===== config.mk =====
export PLATFORM = sky130hd
export DESIGN_NAME = regfile_scoreboard
export DESIGN_NICKNAME = d
export VERILOG_FILES = /design/src/rtl/regfile_scoreboard.sv
export SDC_FILE = /design/constraint.sdc
export NUM_CORES = 2
export LEC_CHECK = 0
export CORE_ASPECT_RATIO = 0.7
export CORE_UTILIZATION = 40
export CTS_CLUSTER_DIAMETER = 80
export CTS_CLUSTER_SIZE = 14
export DETAILED_ROUTE_END_ITERATION = 7
export RECOVER_POWER = 25
export SETUP_SLACK_MARGIN = 0.5
export SYNTH_ARGS = -nofsm -noshare
export SYNTH_HDL_FRONTEND = slang
export SYNTH_SLANG_ARGS = --single-unit

===== constraint.sdc =====
create_clock -name clk -period 8.4 [get_ports clk]
set_clock_uncertainty 0.05 [all_clocks]
set_input_delay 0.84 -clock clk [delete_from_list [all_inputs] [get_ports clk]]
set_output_delay 0.84 -clock clk [all_outputs]
set_load 0.005 [all_outputs]

===== src/rtl/regfile_scoreboard.sv =====
// Decode-stage register file with write-to-read bypass and a
// per-register pending-write scoreboard for hazard detection.
module regfile_scoreboard #(
  parameter int XLEN  = 32,
  parameter int NREGS = 32,
  parameter int NRD   = 2,
  parameter int CNT_W = 2,
  localparam int AW   = $clog2(NREGS)
) (
  input  logic                clk,
  input  logic                rst,
  input  logic [NRD*AW-1:0]   rd_addr,
  output logic [NRD*XLEN-1:0] rd_data,
  output logic [NRD-1:0]      rd_busy,
  input  logic                we,
  input  logic [AW-1:0]       wa,
  input  logic [XLEN-1:0]     wd,
  input  logic                wb_retire,
  input  logic                issue_valid,
  input  logic [AW-1:0]       issue_rd,
  output logic                issue_ready,
  output logic                err_underflow
);

  localparam logic [CNT_W-1:0] CMAX = '1;
  localparam logic [CNT_W-1:0] CONE = CNT_W'(1);

  logic [XLEN-1:0]  regs_q [NREGS];
  logic [CNT_W-1:0] cnt_q  [NREGS];
  logic [CNT_W-1:0] cnt_d  [NREGS];
  logic             err_q, err_d;
  logic             ret, issue_acc;

  // A retire to a saturated register frees the slot in the same cycle
  always_comb begin
    ret         = we && wb_retire && (wa != '0);
    issue_ready = (issue_rd == '0)
               || (cnt_q[issue_rd] != CMAX)
               || (ret && (wa == issue_rd));
    issue_acc   = issue_valid && issue_ready;
  end

  for (genvar i = 0; i < NRD; i++) begin : g_rd
    logic [AW-1:0] a;
    assign a = rd_addr[i*AW +: AW];
    assign rd_data[i*XLEN +: XLEN] =
      (a == '0)             ? '0 :
      (we && (wa == a))     ? wd :
                              regs_q[a];
    // Last pending value arriving now is covered by the bypass
    assign rd_busy[i] = (a != '0)
                     && (cnt_q[a] != '0)
                     && !((cnt_q[a] == CONE) && ret && (wa == a));
  end

  always_comb begin
    err_d    = err_q;
    cnt_d[0] = '0;
    for (int r = 1; r < NREGS; r++) begin
      cnt_d[r] = cnt_q[r];
      if (issue_acc && (issue_rd == AW'(r))
          && !(ret && (wa == AW'(r)))) begin
        cnt_d[r] = cnt_q[r] + CONE;
      end else if (ret && (wa == AW'(r))
          && !(issue_acc && (issue_rd == AW'(r)))) begin
        if (cnt_q[r] != '0) begin
          cnt_d[r] = cnt_q[r] - CONE;
        end else begin
          err_d = 1'b1;
        end
      end
    end
  end

  always_ff @(posedge clk) begin
    if (rst) begin
      for (int r = 0; r < NREGS; r++) begin
        regs_q[r] <= '0;
        cnt_q[r]  <= '0;
      end
      err_q <= 1'b0;
    end else begin
      if (we && (wa != '0)) begin
        regs_q[wa] <= wd;
      end
      for (int r = 0; r < NREGS; r++) begin
        cnt_q[r] <= cnt_d[r];
      end
      err_q <= err_d;
    end
  end

  assign err_underflow = err_q;

endmodule


==> metrics <==
Hold EP=cnt_q[1][0]; DRT iter0 DRCs=5,936; Crit path top cell by count=clkbuf_1; vias in the first global route=38,970; reg2reg end=err_underflow; # hold bufs at CTS=0; Critical Path Stages=4; Worst R2R Path Depth=13; Routed WL=209,100 um; crit start category=input pin; critical path's top delay family=buffers and inverters; TritonCTS Buffers=90; Clock transition at path regs=0.07 ns; fillers=13,390; GPL Wtd Cong=0.9346; top cell type by total area after synthesis=edfxtp_1; htree depth=3; share of cells above drive strength 1=21.81%; crit path max fanout=61; final worst slack=1.585 ns; number of synthesized flops with an enable pin=1,024; post-synthesis async set-or-reset flop share=0%; Critical-path top delay cell=clkbuf_1; setup slack at placement=2.804 ns; DR vias/cell=6.339; Setup TNS=0 ns; crit path buf inv count=3; die width=471.0 um; Ports=125; residual DRC count=0; Setup Viol. Count Final=0; crit path DAT=7.13 ns; worst path cell trace=clkbuf_1 > clkbuf_1 > or2_0 > buf_4; hold path startpoint=cnt_q[1][0]; global route overflow=0; largest net degree at the start of global routing=136; CTS tree=built; total core area=152,800 um^2; Register-to-Register Setup Slack=4.34 ns; via count=40,190; clock tree buffer depth=3; Yosys reg bits=1,087; max_cap viols=25; Register Area=32,010 um^2; die area=155,600 um^2; GRT Total Usage=26.72%; latest clock arrival within the worst-skew pair=0.73 ns; Leak=22.54 nW; final hold violations=0; starting density of the core=40.30%; cells taking the most area after synthesis=edfxtp_1 50%, mux4_2 21%, and2_1 10%, dfxtp_1 2.0%, clkbuf_1 1.8%; cts repair resizes=0; max-slew violation count=844; dpl hpwl=121,600 um; ys flop type=edfxtp_1; FF-to-FF Start=cnt_q[9][0]; Max stage delay on crit path=2.77 ns; footprint of the multi-input gates=27,910 um^2; post-synthesis cell area=61,600 um^2; post-synth top area share=49.92%; post-CTS setup repair buffer count=0; PD cells=179.7 nW/um^2; RSZ-0062 raised after global routing=no; Rows=120; Crit. End Element=flop; syn avg cell area=14.18 um^2; root buf cell=clkbuf_16; remaining antenna violation count=0; yosys warns=0; HP Class=flop to flop; commonest non-fill, non-tap cell in the layout=edfxtp_1; area grow syn2layout=9.334%; cells after synthesis=4,344; Worst Tran Pin Value=3.826 ns; Port Buffers=124; Max rail drop VDD=0.0001606 V; fin nets=4,414; relative slew slack=-155.0%; Die Ht=330.3 um; Hold Path Depth=2; Max Clk Rate=0.1467 GHz; CP Class=input pin to flop; fin crit share=81.13%; status=finished with violations; final worst path period need=6.815 ns; First-pass DRT Iterations=6; Synth cell types=60; initial antenna violation count=14; Critical Path RT=8.72 ns; most frequent cells in the layout=1,024 x edfxtp_1, 819 x and2_1, 581 x mux4_2; post-synthesis sequential area ratio=51.97%; per-cell routed wire length=32.99 um; CTS Sinks=1,087; failing checks=max-capacitance violations, max-slew violations; global-route wire length before repair=296,000 um
layout make-up:
cell class | count | area share (%)
Timing Repair Buffer | 260 | 3.348
Clock inverter | 8 | 0.1003
Tap cell | 2013 | 3.740
Antenna cell | 7 | 0.02601
Sequential cell | 1087 | 47.53
Inverter | 37 | 0.2062
Clock buffer | 109 | 3.608
Multi-Input combinational cell | 2819 | 41.44
worst max-delay path by stage:
stage                start        endpoint  slack (ns)
6_report               rst  regs_q[27][16]        1.59
5_1_grt                rst  regs_q[27][16]        1.39
4_1_cts        issue_rd[1]     issue_ready        2.82
3_5_place_dp   issue_rd[1]   err_underflow        2.80
3_3_place_gp   issue_rd[1]   err_underflow        2.81
2_1_floorplan   rd_addr[5]     rd_data[35]        4.93
metrics by stage:
stage / util [%] / hold slack, ns / total power [mW] / area (um^2) / std cells
after floorplan: - / 0.4487 / 7.419 / 61710 / 4375
after global placement: 42.48 / 0.5192 / 8.107 / 64920 / 6216
after detailed placement: 42.48 / 0.5089 / 8.123 / 64920 / 6216
after CTS: 44.11 / 0.4432 / 12.12 / 67420 / 6333
after global routing: 44.05 / 0.5644 / 12.41 / 67330 / 6333
final: 44.06 / 0.5255 / 12.10 / 67350 / 6340
sequential cells by signal (all words and copies together), names as in the netlist:
register / count
cnt_q: 62
regs_q: 1024
err_underflow: 1
worst min-delay path: stages (launching register included):
cell and delay [ns]:
dfxtp_1 0.39, nand2_1 0.09, a21oi_1 0.06
cells by family (layout without fill, tap and decap cells):
| family | Yosys count | after routing | share of synthesized area [%] |
|---|---|---|---|
| AOI/OAI and AO/OA | 338 | 338 | 3.591 |
| xor gates and xnor gates | 15 | 15 | 0.2133 |
| adders and majority gates | 62 | 62 | 1.259 |
| buffers and inverters | 469 | 414 | 3.439 |
| DFF | 1087 | 1087 | 51.97 |
| muxes | 738 | 738 | 24.04 |
| other | 1 | 39 | 0.006088 |
| and+or+nand+nor | 1634 | 1634 | 15.48 |
layer usage:
| layer | track usage (%) | part of all wire [%] |
|---|---|---|
| met1 | 39.12 | 42 |
| met2 | 39.84 | 44 |
| met3 | 6.481 | 12 |
| met4 | 6.743 | 2.6 |
| met5 | 0 | 0 |
cells in the mapped netlist (32+ instances only):
library cell and n:
edfxtp_1 1024, and2_1 993, mux4_2 581, clkbuf_1 294, nand2_1 149, nand3_1 139
mux2i_1 106, nor2_1 98, o21ai_0 96, a21oi_1 83, nor2b_1 80, buf_2 74
dfxtp_1 63, ha_1 62, mux2_2 45, nor3_1 37, inv_1 36, nor3b_1 35
o31ai_1 33, or2_2 33, o221ai_1 32
where the power goes:
group	internal [mW]	total (mW)	switching, mW	leakage [nW]
Combinational	0.746	1.69	0.948	11.1
Clock	2.03	4.07	2.04	1.22
Sequential	6.20	6.34	0.141	10.3
Total	8.97	12.1	3.13	22.5
Power figures use the tool's default switching activity.
